[src/rtl/debug_frame_tx_pkg.sv]
// Shared definitions for the debug frame transmitter: default header byte,
// frame geometry, serialiser state encoding and the frame checksum helper.
package debug_frame_tx_pkg;

  localparam logic [7:0] DEFAULT_HEADER = 8'hA5;
  localparam int         FRAME_LEN      = 9;
  localparam int         PORT_COUNT     = 7;
  // Index of the checksum byte, i.e. the last byte of a frame.
  localparam logic [3:0] LAST_BYTE_IDX  = 4'(FRAME_LEN - 1);

  typedef enum logic [1:0] {
    IDLE      = 2'd0,
    START_BIT = 2'd1,
    DATA      = 2'd2,
    STOP_BIT  = 2'd3
  } tx_state_e;

  // Captured debug bytes; element 0 holds debug_port1.
  typedef logic [PORT_COUNT-1:0][7:0] snapshot_t;

  // XOR of all captured bytes, sent as the closing byte of a frame.
  function automatic logic [7:0] xor_checksum(input snapshot_t snap);
    logic [7:0] acc;
    acc = 8'h00;
    for (int i = 0; i < PORT_COUNT; i++) begin
      acc = acc ^ snap[i];
    end
    return acc;
  endfunction

endpackage

[src/rtl/debug_frame_tx_uart_tx_byte.sv]
// Single-byte UART 8N1 serialiser. A load accepted in IDLE, or in the final
// cycle of a stop bit, starts the next byte with no idle time in between.
// byte_done marks the last cycle of the stop bit so the sequencer can chain
// the following byte on the same edge.
module uart_tx_byte
  import debug_frame_tx_pkg::*;
#(
  parameter int CLKS_PER_BIT = 434
) (
  input  logic       clk,
  input  logic       nreset,
  input  logic [7:0] tx_byte,
  input  logic       load,
  output logic       tx,
  output logic       byte_done
);

  localparam int            CW        = $clog2(CLKS_PER_BIT);
  localparam logic [CW-1:0] LAST_TICK = CW'(CLKS_PER_BIT - 1);

  tx_state_e     state_r, state_n;
  logic [CW-1:0] bit_cnt_r, bit_cnt_n;
  logic [2:0]    bit_idx_r, bit_idx_n;
  logic [7:0]    shift_r, shift_n;
  logic          tx_r, tx_n;
  logic          last_tick_s;

  assign last_tick_s = (bit_cnt_r == LAST_TICK);
  assign byte_done   = (state_r == STOP_BIT) && last_tick_s;
  assign tx          = tx_r;

  // State, timing counters, shifter and the registered serial line.
  always_ff @(posedge clk or negedge nreset) begin
    if (!nreset) begin
      state_r   <= IDLE;
      bit_cnt_r <= CW'(0);
      bit_idx_r <= 3'd0;
      shift_r   <= 8'h00;
      tx_r      <= 1'b1;
    end else begin
      state_r   <= state_n;
      bit_cnt_r <= bit_cnt_n;
      bit_idx_r <= bit_idx_n;
      shift_r   <= shift_n;
      tx_r      <= tx_n;
    end
  end

  // Next-state logic; tx_n is the line level for the coming cycle.
  always_comb begin
    state_n   = state_r;
    bit_cnt_n = bit_cnt_r;
    bit_idx_n = bit_idx_r;
    shift_n   = shift_r;
    tx_n      = tx_r;
    case (state_r)
      IDLE: begin
        bit_cnt_n = CW'(0);
        bit_idx_n = 3'd0;
        if (load) begin
          state_n = START_BIT;
          shift_n = tx_byte;
          tx_n    = 1'b0;
        end else begin
          tx_n    = 1'b1;
        end
      end
      START_BIT: begin
        if (last_tick_s) begin
          bit_cnt_n = CW'(0);
          bit_idx_n = 3'd0;
          state_n   = DATA;
          tx_n      = shift_r[0];
        end else begin
          bit_cnt_n = bit_cnt_r + CW'(1);
        end
      end
      DATA: begin
        if (last_tick_s) begin
          bit_cnt_n = CW'(0);
          if (bit_idx_r == 3'd7) begin
            state_n   = STOP_BIT;
            bit_idx_n = 3'd0;
            tx_n      = 1'b1;
          end else begin
            bit_idx_n = bit_idx_r + 3'd1;
            shift_n   = {1'b0, shift_r[7:1]};
            tx_n      = shift_r[1];
          end
        end else begin
          bit_cnt_n = bit_cnt_r + CW'(1);
        end
      end
      STOP_BIT: begin
        if (last_tick_s) begin
          bit_cnt_n = CW'(0);
          if (load) begin
            state_n = START_BIT;
            shift_n = tx_byte;
            tx_n    = 1'b0;
          end else begin
            state_n = IDLE;
            tx_n    = 1'b1;
          end
        end else begin
          bit_cnt_n = bit_cnt_r + CW'(1);
        end
      end
      default: begin
        state_n   = IDLE;
        bit_cnt_n = CW'(0);
        bit_idx_n = 3'd0;
        tx_n      = 1'b1;
      end
    endcase
  end

endmodule

[src/rtl/debug_frame_tx.sv]
// Debug frame transmitter: on an accepted start, snapshots seven debug bytes
// and sends HEADER, the seven bytes and their XOR checksum as one
// back-to-back UART 8N1 burst.
module debug_frame_tx
  import debug_frame_tx_pkg::*;
#(
  parameter int         CLKS_PER_BIT = 434,
  parameter logic [7:0] HEADER       = DEFAULT_HEADER
) (
  input  logic       clk,
  input  logic       nreset,
  input  logic       start,
  input  logic [7:0] debug_port1,
  input  logic [7:0] debug_port2,
  input  logic [7:0] debug_port3,
  input  logic [7:0] debug_port4,
  input  logic [7:0] debug_port5,
  input  logic [7:0] debug_port6,
  input  logic [7:0] debug_port7,
  output logic       tx,
  output logic       busy,
  output logic       frame_done
);

  snapshot_t  snap_r, snap_n;
  snapshot_t  ports_s;
  logic [3:0] byte_idx_r, byte_idx_n;
  logic [3:0] next_idx_s;
  logic       busy_r, busy_n;
  logic       frame_done_r, frame_done_n;
  logic       accept_s, load_s, byte_done_s;
  logic [7:0] tx_byte_s, next_byte_s, chk_s;

  assign ports_s    = {debug_port7, debug_port6, debug_port5, debug_port4,
                       debug_port3, debug_port2, debug_port1};
  assign chk_s      = xor_checksum(snap_r);
  assign accept_s   = start && !busy_r;
  assign next_idx_s = byte_idx_r + 4'd1;
  assign busy       = busy_r;
  assign frame_done = frame_done_r;

  uart_tx_byte #(
    .CLKS_PER_BIT(CLKS_PER_BIT)
  ) u_uart_tx_byte (
    .clk      (clk),
    .nreset   (nreset),
    .tx_byte  (tx_byte_s),
    .load     (load_s),
    .tx       (tx),
    .byte_done(byte_done_s)
  );

  // Frame byte that follows the one currently on the line.
  always_comb begin
    next_byte_s = HEADER;
    case (next_idx_s)
      4'd1:    next_byte_s = snap_r[0];
      4'd2:    next_byte_s = snap_r[1];
      4'd3:    next_byte_s = snap_r[2];
      4'd4:    next_byte_s = snap_r[3];
      4'd5:    next_byte_s = snap_r[4];
      4'd6:    next_byte_s = snap_r[5];
      4'd7:    next_byte_s = snap_r[6];
      4'd8:    next_byte_s = chk_s;
      default: next_byte_s = HEADER;
    endcase
  end

  // Frame sequencing: accept, chain bytes on byte_done, close after CHK.
  always_comb begin
    load_s       = 1'b0;
    tx_byte_s    = HEADER;
    byte_idx_n   = byte_idx_r;
    busy_n       = busy_r;
    frame_done_n = 1'b0;
    snap_n       = snap_r;
    if (accept_s) begin
      load_s     = 1'b1;
      tx_byte_s  = HEADER;
      byte_idx_n = 4'd0;
      busy_n     = 1'b1;
      snap_n     = ports_s;
    end else if (busy_r && byte_done_s) begin
      if (byte_idx_r < LAST_BYTE_IDX) begin
        load_s     = 1'b1;
        tx_byte_s  = next_byte_s;
        byte_idx_n = next_idx_s;
      end else begin
        busy_n       = 1'b0;
        frame_done_n = 1'b1;
      end
    end else begin
      busy_n = busy_r;
    end
  end

  // Snapshot, byte index and status flags.
  always_ff @(posedge clk or negedge nreset) begin
    if (!nreset) begin
      snap_r       <= '{default: 8'h00};
      byte_idx_r   <= 4'd0;
      busy_r       <= 1'b0;
      frame_done_r <= 1'b0;
    end else begin
      snap_r       <= snap_n;
      byte_idx_r   <= byte_idx_n;
      busy_r       <= busy_n;
      frame_done_r <= frame_done_n;
    end
  end

endmodule
[config.mk]
export PLATFORM = sky130hd
export DESIGN_NAME = debug_frame_tx
export DESIGN_NICKNAME = d
export VERILOG_FILES = /design/src/rtl/debug_frame_tx_pkg.sv /design/src/rtl/debug_frame_tx_uart_tx_byte.sv /design/src/rtl/debug_frame_tx.sv
export SDC_FILE = /design/constraint.sdc
export NUM_CORES = 1
export LEC_CHECK = 0
export CORE_MARGIN = 2
export CORE_UTILIZATION = 30
export DETAILED_ROUTE_END_ITERATION = 12
export GPL_ROUTABILITY_DRIVEN = 1
export GPL_TIMING_DRIVEN = 0
export PLACE_DENSITY = 0.55
export SETUP_SLACK_MARGIN = 0.05
export SYNTH_ARGS = -nofsm -noshare
export SYNTH_HDL_FRONTEND = slang
export SYNTH_HIERARCHICAL = 1
export SYNTH_SLANG_ARGS = --single-unit
[constraint.sdc]
create_clock -name clk -period 3 [get_ports clk]
set_clock_uncertainty 0.2 [all_clocks]
set_input_delay 0.3 -clock clk [delete_from_list [all_inputs] [get_ports clk]]
set_output_delay 0.3 -clock clk [all_outputs]
set_load 0.05 [all_outputs]
### Yosys cells after proc, flatten, opt, wreduce, memory -nomap -nowiden

Cells that the tools add are included.

* register bits: 85
* output and inout bits: 3
* word-level logic and storage cells: 101
* bits of input ports: 59

* equal/unequal tests: 20
* bitwise operators: 6
* add/subtract/negate cells: 3
* $lt $le $gt $ge: 1
* reductions and logical operators: 16
* muxes and demuxes: 40

Operators with widths (number)
* $pmux 8 s8: 1
* $mux 8: 7
* $xor 8x8->8: 6
* $pmux 8 s3: 1
* $pmux 9 s2: 1
* $eq 4x3->1 const B: 4
* $mux 1: 15
* $mux 4: 3
* $mux 2: 5
* $add 9x1->9 const B: 1
* $eq 9x9->1 const B: 1
* $mux 3: 3
* $mux 9: 1
* $pmux 3 s3: 1
* $eq 4x2->1 const B: 2
* $ne 2x1->1 const B: 4
* $pmux 2 s4: 1
* $ne 2x2->1 const B: 3
* $reduce_and 3->1: 2
* $reduce_bool 3->1: 2
* $reduce_and 5->1: 1
* $add 4x1->4 const B: 1
* $eq 2x2->1 const B: 2
* $eq 4x1->1 const B: 1
* other kinds (13): 17

### Depth between registers and ports, before layout

Gate-level depths: netlist of the first run.

* word-level depth: 13
* mapped depth: 12
* depth with buffers taken out: 11

### Modules after synthesis

Netlist of the first run, hierarchy kept.

Modules (own cells, without submodules)
* debug_frame_tx: sequential area each 1551.5 sq um, instances 1, cells an instance 436, area an instance 3616.0 sq um
* uart_tx_byte: sequential area each 576.8 sq um, instances 1, cells an instance 117, area an instance 1300.0 sq um

### Worst setup path after synthesis of the first run

No wires, ideal clock.

* path kind: register to register
* start point: register byte_idx_r[0]
* end point: register u_uart_tx_byte.shift_r[0]
* clock period less this slack: 2.789 ns
* slack: 0.211 ns
* stages on the path, launching flop included: 9
* arrival: 2.464 ns
* cells stage by stage: dfrtp_1 > ha_1 > buf_4 > bufinv_8 > mux2_4 > a221o_1 > a2111o_1 > mux2_2 > mux2_2

* longest elaborated chain between the ends: 9
* elaborated cells between the ends (all ways): 20
* those cells by class: add/sub (1); order compare (1); eq/ne (8); mux (10)

RTL lines
* start, declared: line debug_frame_tx.sv:27 `logic [3:0] byte_idx_r, byte_idx_n;`
* start signal, assigned: line debug_frame_tx.sv:106 `byte_idx_r <= byte_idx_n;`
* $add 4x1->4: line debug_frame_tx.sv:38 `assign next_idx_s = byte_idx_r + 4'd1;`
* $eq 4x4->1, or another cell as far along: line debug_frame_tx.sv:56 `case (next_idx_s)`
* $pmux 8 s8: line debug_frame_tx.sv:56
* $mux 8 *: line debug_frame_tx.sv:84 `if (byte_idx_r < LAST_BYTE_IDX) begin`
* $mux 8 *: line debug_frame_tx.sv:83 `end else if (busy_r && byte_done_s) begin`
* $mux 8 *: line debug_frame_tx.sv:77 `if (accept_s) begin`
* via tx_byte_s[0]: line debug_frame_tx.sv:32 `logic [7:0] tx_byte_s, next_byte_s, chk_s;`
* $mux 8 *: line debug_frame_tx_uart_tx_byte.sv:60, debug_frame_tx_uart_tx_byte.sv:97
* $mux 8: line debug_frame_tx_uart_tx_byte.sv:95 `if (last_tick_s) begin`
* $pmux 8 s3 *: line debug_frame_tx_uart_tx_byte.sv:56 `case (state_r)`
* end signal, assigned: line debug_frame_tx_uart_tx_byte.sv:44 `shift_r <= shift_n;`
* end, declared: line debug_frame_tx_uart_tx_byte.sv:24 `logic [7:0] shift_r, shift_n;`

The timed path passes the listed nets; every way through them passes the cells marked *. The select of a mux whose other input is x is not followed.
A chain may end at the register's enable or synchronous reset.

### Worst setup path after layout of the first run

Same ends and word-level chain as after synthesis.

==> metrics, run 1 <==
status=finished clean; largest net degree at the start of global routing=51; Yosys cell types=61; commonest cells in the netlist=nand2_1, dfrtp_1, xnor2_1, nor2_1; CP endpoint kind=flop; IO buf count=61; DP HPWL=9667 microns; maximum VDD drop=0.0002510 V; number of synthesized flops with an enable pin=0; # DRC=0; pwr/cell area=582.2 nW/um^2; Placer Congestion=0.8379; Clock Latency Late Sink=0.36 ns; RSZ-0062 raised after global routing=true; Detail Route Antenna Nets=0; area leader, netlist=dfrtp_1; # nets final=701; Worst Hold Class=primary input to async pin; Die Wd=132.0 microns; global router's overall resource usage=0.1574; reg2reg end=u_uart_tx_byte/shift_r[0]; diode count=0; Slew @ Worst Pin=0.7129 ns; Max Transition Viols Final=0; R2R Path Start=byte_idx_r[0]; Critical Path RT=3.04 ns; final WL=13180 microns; fillers=1620; Crit Path Class=flop to flop; cts bufs inserted=9; Most common cell on crit path=mux2_2; routed length per instance=15.51 microns; Root Driver=clkbuf_16; final count of hold timing violations=0; fin crit share=0.9573; Final WS setup=0.1282 ns; Max FO, Critical Path=7; buffers from clock root to sink, at most=2; most repeated cell in the gate-level netlist after synthesis=nand2_1; ys flop type=dfrtp_1; Worst setup SP type=flop; area grow syn2layout=26.24%; Mapped Cells=553; synth warn=6; die area=17430 sq um; slowest stage delay, CP=0.46 ns; core area=15940 sq um; Clock Sink Count=85; largest cells by area after synthesis=dfrtp_1, nand2_1, xnor2_1; top-area cell type share of the netlist area=0.4276; share of post-route cells with drive strength above 1=0.1215; Compound-Gate Fraction of Synth Area=0.1171; DR vias/cell=4.882; R2R depth=8; Die H=132.0 microns; Rel. slew slack=0.5247; Post-Synth Simple-Gate Area=0.2242; initial core utilization=0.3084; post-synthesis average cell area=8.890 sq um; H-tree levels=3; vias in the first global route=4255; fmax=348.2 MHz; GRT overflow=0; Ports=62; main combinational cell family by area after synthesis=simple AND/OR/NAND/NOR gates; Tmin final=2.872 ns; post-layout util=0.3893; Detailed Route Iter0 Violations=285; power consumption=0.003613 W; Vias=4150; crit-path cells=ha_2 > buf_4 > bufinv_8 > mux2_4 > a221o_1 > a2111o_1 > mux2_2 > mux2_2; leakage power=2.781 nW; First-pass DRT Iterations=6; sequential share of the synthesized area=0.4329; initial antenna violation count=0; CP max stage cell=dfrtp_2; DP Worst Slack=-0.2542 ns; post-synthesis mux area share=0.04963; Async SR Flop Fraction=1.000; Adder-Cell Fraction of Synth Area=0.03309; crit path DAT=2.91 ns; syn_nets=625; # Max-Cap Violations=0; register clock-pin slew on the reported worst setup and hold paths=0.06 ns; global-route wire length before repair=21760 microns; Cell Area, Synth=4916 sq um; Synth Area in XOR/XNOR=0.1013; CTS tree=yes; Seq cells post-synth=85; row cnt=46; final setup fails=0; R2R setup slack=0.13 ns
-- cell type report --
cell class	instances	area [sq um]	share of cell area
clock buffers	12	256.5	0.04133
inverters	18	81.33	0.01310
well taps	216	270.3	0.04355
plain buffers	27	135.1	0.02177
multi-input cells	421	2626	0.4232
repair buffers	67	675.6	0.1089
flip-flops and latches	85	2131	0.3433
clock inverters	4	30.03	0.004839
-- how the worst max path moves through the flow --
stage / start / endpoint / slack [ns]
global route: byte_idx_r[0] / u_uart_tx_byte/shift_r[1] / 0.01
finish: byte_idx_r[0] / u_uart_tx_byte/shift_r[0] / 0.13
CTS: byte_idx_r[0] / u_uart_tx_byte/shift_r[6] / 0.06
global placement: nreset / snap_r[15] / -1.66
floorplan: byte_idx_r[0] / u_uart_tx_byte/shift_r[0] / 0.21
detailed placement: byte_idx_r[0] / u_uart_tx_byte/shift_r[2] / -0.25
-- report_power, final --
| part | switching (W) | internal (W) | total [W] |
|---|---|---|---|
| clock | 0.000472 | 0.000609 | 0.00108 |
| combinational | 0.000570 | 0.000528 | 0.00110 |
| sequential | 0.000150 | 0.00128 | 0.00143 |
-- cell usage in the layout (no fill, tap or decap), types with 2 or more instances in the layout --
master	instances
nor3_1	6
clkdlybuf4s50_1	60
and2_4	2
a222oi_1	8
ha_2	4
xnor2_1	52
inv_2	2
nand3_1	11
dfrtp_1	82
a32oi_1	2
buf_4	10
clkbuf_8	2
clkbuf_1	14
nand2b_1	5
or3_1	4
mux2_4	2
a22o_1	7
dfrtp_2	2
a31oi_1	8
o21ai_0	11
xor2_1	3
nand2_1	186
a21o_1	2
nor2_1	21
ha_1	9
a211oi_1	2
a22oi_1	10
a21oi_1	4
nor2b_1	3
inv_1	15
a22oi_2	2
mux2_2	18
nand4_1	3
clkbuf_16	9
o21ai_1	2
buf_2	2
buf_1	4
a221oi_1	3
-- logic make-up (layout without fill, tap and decap cells) --
family | count (synthesis) | count (layout)
compound gates | 76 | 76
xor+xnor | 56 | 56
fa+ha+maj | 13 | 13
buf+inv | 47 | 128
flops | 85 | 85
mux | 21 | 21
simple gates | 255 | 255
-- metal layers --
layer  track usage  routed length [microns]  vias up
met2        0.2601                     6277      125
met3       0.03422                      673       27
met1        0.2006                     5879     1987
li1              -                        -     2011
met4       0.06220                      350        0
met5             0                        0        -
-- sequential cells by signal, indices dropped and copies added (netlist names) --
signal	flops
busy	1
u_uart_tx_byte/bit_idx_r	3
snap_r	56
u_uart_tx_byte/state_r	2
frame_done	1
byte_idx_r	4
u_uart_tx_byte/tx	1
u_uart_tx_byte/shift_r	8
u_uart_tx_byte/bit_cnt_r	9
-- worst max-delay path, delay by kind of cell (launching register included) --
| family | cells | cell delay (ns) |
|---|---|---|
| adders and majority gates | 1 | 0.19 |
| DFF | 1 | 0.46 |
| muxes | 3 | 0.89 |
| AOI/OAI and AO/OA | 2 | 0.64 |
| buffers and inverters | 2 | 0.37 |
-- metrics by stage --
stage          area, sq um  cells  hold WS [ns]  TNS [ns]
2_1_floorplan         4916    553       -0.1956         0
6_report              6206    850        0.2550         0
3_5_place_dp          5822    831       0.09774    -1.339
3_3_place_gp          5797    830        0.2683   -140.72
5_1_grt               6206    850        0.2719         0
4_1_cts               6155    849        0.2620         0
-- what timing repair did --
item	in CTS	in global routing
setup buffers	3	1
hold endpoints to repair	34	0
endpoints found under the setup margin	8	8
pin swaps	2	7
gates resized for setup	10	18
hold buffers	1	0
No activity file was read; power rests on OpenSTA's default activity.
==> run 2, diff against run 1 <==
- SKIP_LAST_GASP: not set -> 1
==> results of run 2 <==
Final layout, timing and power as in run 1 (identical DEF).
==> run 3, diff against run 2 <==
- ABC_AREA: not set -> 1
==> run 3 against run 2 <==
Against the previous run:
- count of clock-buffer cells in the layout increased by 1
- clock power up 14%
- first-iteration DRC count is 24% higher
- critical endpoint is now u_uart_tx_byte/shift_r[2]
==> metrics, run 3 <==
Seq cells post-synth=85 (unchanged); final count of hold timing violations=0 (unchanged); Storage cell area=2128 sq um (was 2131 sq um); Post-Synth Simple-Gate Area=0.3883 (was 0.2242); number of synthesized flops with an enable pin=0 (unchanged); register clock-pin slew on the reported worst setup and hold paths=0.06 ns (about the same); diode count=0 (unchanged); Rel. slew slack=0.5297 (was 0.5247); Placer Congestion=0.8633 (was 0.8379); Die H=136.4 microns (was 132.0 microns); Max FO, Critical Path=10 (was 7); synth warn=6 (unchanged); IO buf count=61 (unchanged); vias in the first global route=4763 (was 4255); RSZ-0062 raised after global routing=false (was true); Compound-Gate Fraction of Synth Area=0.06472 (was 0.1171); most flop-heavy register=snap_r (unchanged); Tmin final=2.667 ns (was 2.872 ns); Cell Area, Synth=5259 sq um (was 4916 sq um); largest cells by area after synthesis=dfrtp_1, nand2_1, nand4_1 (was dfrtp_1, nand2_1, xnor2_1); post-layout util=0.3787 (was 0.3893); GRT overflow=0 (unchanged); Max Transition Viols Final=0 (unchanged); initial antenna violation count=0 (unchanged); DR vias/cell=4.692 (was 4.882); commonest cells in the netlist=nand2_1, dfrtp_1, inv_1, nor2_1, nand3_1 (was nand2_1, dfrtp_1, xnor2_1, nor2_1); # Max-Cap Violations=0 (unchanged); CP endpoint kind=flop (unchanged); Synth Area in XOR/XNOR=0.03640 (was 0.1013); ys flop type=dfrtp_1 (unchanged); DP HPWL=10770 microns (was 9667 microns); final WL=14740 microns (was 13180 microns); row cnt=48 (was 46); Clock Latency Late Sink=0.35 ns (was 0.36 ns); Gates resized, CTS repair=0 (was 10); placed cell area=6176 sq um (was 5822 sq um); most common cell after layout, fill and taps aside=nand2_1 (unchanged); Adder-Cell Fraction of Synth Area=0.03093 (was 0.03309); Die Wd=136.4 microns (was 132.0 microns); initial core utilization=0.3051 (was 0.3084); buffers from clock root to sink, at most=2 (unchanged); CTS tree=yes (unchanged); Worst setup SP type=flop (unchanged); multi-input logic area=2736 sq um (was 2626 sq um); fmax=375.0 MHz (was 348.2 MHz); post-route cell area=6528 sq um (was 6206 sq um); Yosys cell types=33 (was 61); routed length per instance=14.09 microns (was 15.51 microns); Fin Setup TNS=0 ns (unchanged); core area=17240 sq um (was 15940 sq um); status=finished clean (unchanged); DP Worst Slack=0.03296 ns (was -0.2542 ns); # nets final=888 (was 701); power consumption=0.003921 W (was 0.003613 W); fin crit share=0.8890 (was 0.9573); cts bufs inserted=9 (unchanged); R2R setup slack=0.33 ns (was 0.13 ns); area grow syn2layout=24.13% (was 26.24%); Crit Path Class=flop to flop (unchanged); Slew @ Worst Pin=0.7055 ns (was 0.7129 ns); global router's overall resource usage=0.1705 (was 0.1574); Detailed Route Iter0 Violations=352 (was 285); share of post-route cells with drive strength above 1=0.06821 (was 0.1215); global-route wire length before repair=24350 microns (was 21760 microns); most frequent cells in the layout=nand2_1, dfrtp_1, inv_1 (was nand2_1, dfrtp_1, clkdlybuf4s50_1); H-tree levels=3 (unchanged); crit path DAT=2.71 ns (was 2.91 ns); Mapped Cells=739 (was 553); most repeated cell in the gate-level netlist after synthesis=nand2_1 (unchanged); pwr/cell area=600.7 nW/um^2 (was 582.2 nW/um^2); main combinational cell family by area after synthesis=simple AND/OR/NAND/NOR gates (unchanged); biggest regs=snap_r x56, u_uart_tx_byte/bit_cnt_r x9, u_uart_tx_byte/shift_r x8 (unchanged); die area=18610 sq um (was 17430 sq um); # DRC=0 (unchanged); Clock Sink Count=85 (unchanged); Vias=4908 (was 4150); Root Driver=clkbuf_16 (unchanged); final setup fails=0 (unchanged); leakage power=3.223 nW (was 2.781 nW); max reg flops=56 (unchanged); First-pass DRT Iterations=5 (was 6); fillers=1819 (was 1620); largest net degree at the start of global routing=53 (was 51); top-area cell type share of the netlist area=0.3997 (was 0.4276); Async SR Flop Fraction=1.000 (unchanged); Worst Hold Class=primary input to async pin (unchanged); Detail Route Antenna Nets=0 (unchanged); post-synthesis mux area share=0 (was 0.04963); Critical Path RT=3.05 ns (was 3.04 ns); post-synthesis average cell area=7.116 sq um (was 8.890 sq um); sequential share of the synthesized area=0.4047 (was 0.4329); syn_nets=811 (was 625); area leader, netlist=dfrtp_1 (unchanged); maximum VDD drop=0.0002509 V (was 0.0002510 V); Ports=62 (unchanged); Final WS setup=0.3330 ns (was 0.1282 ns)
==> run 3: cell types whose count changed after synthesis, sizes merged, moves of 8 or more <==
cell and delta:
a222oi -8, nor2 +37, o21ai +34, nand2 +109, mux2 -21, xnor2 -42, inv +49, nand4 +43
nand3 +38, a22oi -12
==> run 3: path summary, 6_finish.rpt <==
kind	startpoint	cells past startpoint	to
worst max register to register	byte_idx_r[0]	14	u_uart_tx_byte/shift_r[2]
worst min-delay path	nreset	2	snap_r[0]
max in group asynchronous	nreset	3	u_uart_tx_byte/tx
min in group clk	u_uart_tx_byte/tx	2	u_uart_tx_byte/tx
worst max-delay path	byte_idx_r[0]	14	u_uart_tx_byte/shift_r[2]
worst min register to register	u_uart_tx_byte/tx	2	u_uart_tx_byte/tx
==> run 3: cell families (layout without fill, tap and decap cells) <==
logic type | after synthesis | in the layout
xor+xnor | 21 | 21
flops | 85 | 85
fa+ha+maj | 13 | 13
simple gates | 463 | 463
buf+inv | 95 | 177
compound gates | 62 | 62
==> run 3: routing by layer <==
layer,track usage,part of all wire
met4,0.07002,0.025
met2,0.2658,0.45
met3,0.02796,0.047
met1,0.2344,0.48
met5,0,0
==> run 3: metrics by stage <==
step	hold WS (ns)	instances
after detailed placement	0.09331	1026
final	0.2368	1046
after floorplan	-0.1956	739
after global placement	0.2588	1025
after global routing	0.2884	1046
after CTS	0.2574	1043
==> run 3: worst max-delay path, cell delays in order, from the launching register on <==
cell and delay (ns):
dfrtp_1 0.44, ha_1 0.28, xnor2_1 0.21, buf_2 0.26, nand3_1 0.35, nand2_1 0.17, nor2_1 0.05, nand2_1 0.06
nand2_2 0.09, inv_2 0.10, nand2_1 0.07, nand2_1 0.10, nand2_1 0.05, nand3_1 0.08, nand2_1 0.05
==> run 3: cell type report <==
| type | count | share of cell area |
|---|---|---|
| buffer | 29 | 0.02243 |
| timing repair buffer | 66 | 0.1024 |
| inverter | 66 | 0.03795 |
| clock buffer | 13 | 0.03834 |
| sequential | 85 | 0.3260 |
| tap | 225 | 0.04313 |
| clock inverter | 3 | 0.01054 |
| multi-input combinational | 559 | 0.4192 |
==> run 3: power by group <==
group | internal, W | switching, W | leakage, nW
Clock | 0.000755 | 0.000473 | 0.154
Sequential | 0.00132 | 0.000172 | 1.06
Combinational | 0.000470 | 0.000731 | 2.01
==> run 3: repair_timing <==
item | in CTS | in global routing
endpoints found under the setup margin | 0 | 4
buffers inserted | 0 | 3
endpoints found under the hold margin | 33 | 0
hold buffers | 1 | 0
==> RTL change, RTL diff (flow settings as in run 2) <==
Register the output `frame_done` once more; this adds one clock of latency there. The other outputs are not delayed to match.
--- a/src/rtl/debug_frame_tx.sv
+++ b/src/rtl/debug_frame_tx.sv
@@ -37,7 +37,9 @@
   assign accept_s   = start && !busy_r;
   assign next_idx_s = byte_idx_r + 4'd1;
   assign busy       = busy_r;
-  assign frame_done = frame_done_r;
+  always_ff @(posedge clk) begin
+    frame_done <= frame_done_r;
+  end
 
   uart_tx_byte #(
     .CLKS_PER_BIT(CLKS_PER_BIT)
Behaviour: same outputs for any inputs over 10 cycles, from zero or initial values and one cycle with nreset low; that may be too few to reach the edited logic, so the function may still have changed.
==> RTL change against run 2 <==
- the run now ends with setup timing left
- fmax down 5.0%
- non-clock buffer count up 21
- total power up 2.2%
- critical path depth up 2
- area after synthesis down 1.4%
- count of clock-buffer cells in the layout down 1
- sequential share of layout area down 0.83 points
- worst hold slack worse by 0.093 ns
- critical endpoint unchanged
- setup slack worse by 0.15 ns
- cell area up 3.4%
- sequential cell count up 1
- routed wire length down 1.9%
==> RTL change: results (changes against run 2) <==
critical_path:
  cpMaxStageDelayCell: "or4_4"  # was dfrtp_2
  ff2ff_path_depth: 10  # was 8
  crit_path_max_incr_delay_ns: 0.44  # was 0.46 ns
  cp_data_arrival_time_ns: 3.05  # was 2.91 ns
  r2r-start: "u_uart_tx_byte/bit_cnt_r[1]"  # was byte_idx_r[0]
  crit_family: "simple AND/OR/NAND/NOR gates"  # was multiplexers
placement:
  hpwl_um: 9290  # was 9670 um
  place_area_um2: 5770  # was 5820 um2
  dp_cells: 811  # was 831
  place_ws_ns: -0.432  # was -0.254 ns
  gp_congestion: 0.799  # was 0.838
synth:
  yosysUniqueCellTypes: 70  # was 61
  synth_compound_area_share_pct: 13.0  # was 11.7%
  synth-async-reset-ratio_pct: 98.8  # was 100%
  seq_area_frac_synth_pct: 44.3  # was 43.3%
  synth_nets: 605  # was 625
  yosys-top-cells-area: "dfrtp_1 43%, nand2_1 14%, xnor2_1 7.2%"  # was dfrtp_1 43%, nand2_1 14%, xnor2_1 9.3%
  synth_xor_area_share_pct: 9.35  # was 10.1%
  synthMuxAreaShare_pct: 4.49  # was 4.96%
  netlist_instances: 533  # was 553
  synth_common_cells: "177 x nand2_1, 84 x dfrtp_1, 40 x xnor2_1"  # was 188 x nand2_1, 84 x dfrtp_1, 52 x xnor2_1
global_route:
  grt_usage_pct: 15.8  # was 15.7%
  grt_max_degree: 47  # was 51
  grt_pass1_wl_um: 20900  # was 21800 um
power:
  p_sw_mw: 1.18  # was 1.19 mW
  peakVddDrop_uv: 313  # was 251 uV
  p_leak_nw: 2.93  # was 2.78 nW
  seqPwrFrac_pct: 39.2  # was 39.7%
  p_clk_share_pct: 30.1  # was 29.9%
timing:
  final-setup-viol-count: 2  # was 0
  tns_ns: -0.0305  # was 0 ns
  hold_slack_ns: 0.162  # was 0.255 ns
  setup_slack_ns: -0.0224  # was 0.128 ns
  slew_headroom_pct: 56.9  # was 52.5%
finish:
  fin_cells: 857  # was 850
  multi_input_area_um2: 2660  # was 2630 um2
  drive_gt1_share_pct: 15.9  # was 12.1%
  fin_nets: 708  # was 701
status:
  failed_checks: "setup timing"
  status: "finished with violations"  # was finished, final reports clean
detailed_routing:
  wl_um: 12900  # was 13200 um
  drt-initial-drc-count: 262  # was 285
  wl_met2_um: 6550  # was 6280 um
  first_pass_iters: 4  # was 6
  wl_met3_um: 554  # was 673 um
  vias: 4085  # was 4150
RTL change: logic make-up (layout without fill, tap and decap cells):
| kind of cell | count (synthesis) | count (layout) |
|---|---|---|
| DFF | 86 | 86 |
| AOI/OAI and AO/OA | 83 | 83 |
| buffers and inverters | 38 | 146 |
| and+or+nand+nor | 247 | 247 |
| xor gates and xnor gates | 47 | 47 |
| adders and majority gates | 13 | 13 |
| muxes | 19 | 19 |
RTL change: worst max path at each step:
stage | slack, ns | endpoint | depth (start not counted) | from
after floorplan | 0.01 | u_uart_tx_byte/shift_r[0] | 10 | u_uart_tx_byte/bit_cnt_r[1]
after global placement | -1.68 | snap_r[7] | 1 | nreset
after detailed placement | -0.43 | u_uart_tx_byte/shift_r[0] | 10 | u_uart_tx_byte/bit_cnt_r[1]
after CTS | 0.05 | u_uart_tx_byte/shift_r[0] | 8 | byte_idx_r[0]
after global routing | -0.07 | u_uart_tx_byte/shift_r[0] | 10 | u_uart_tx_byte/bit_cnt_r[1]
final | -0.02 | u_uart_tx_byte/shift_r[0] | 10 | u_uart_tx_byte/bit_cnt_r[1]
RTL change: repair_timing:
action / in CTS / in global routing
buffers inserted: 19 / 10
hold endpoints to repair: 44 / 0
resized for setup: 15 / 18
cloned: 0 / 0
hold buffers: 1 / 0
endpoints found under the setup margin: 9 / 8
pin swaps: 2 / 5
RTL change: final cells by class:
class / count / share of cell area (%)
clock inverter: 5 / 0.897
tap: 216 / 4.21
clock buffer: 11 / 3.63
multi-input combinational: 409 / 41.5
inverter: 15 / 0.877
timing repair buffer: 92 / 13.5
buffer: 23 / 1.87
sequential: 86 / 33.5
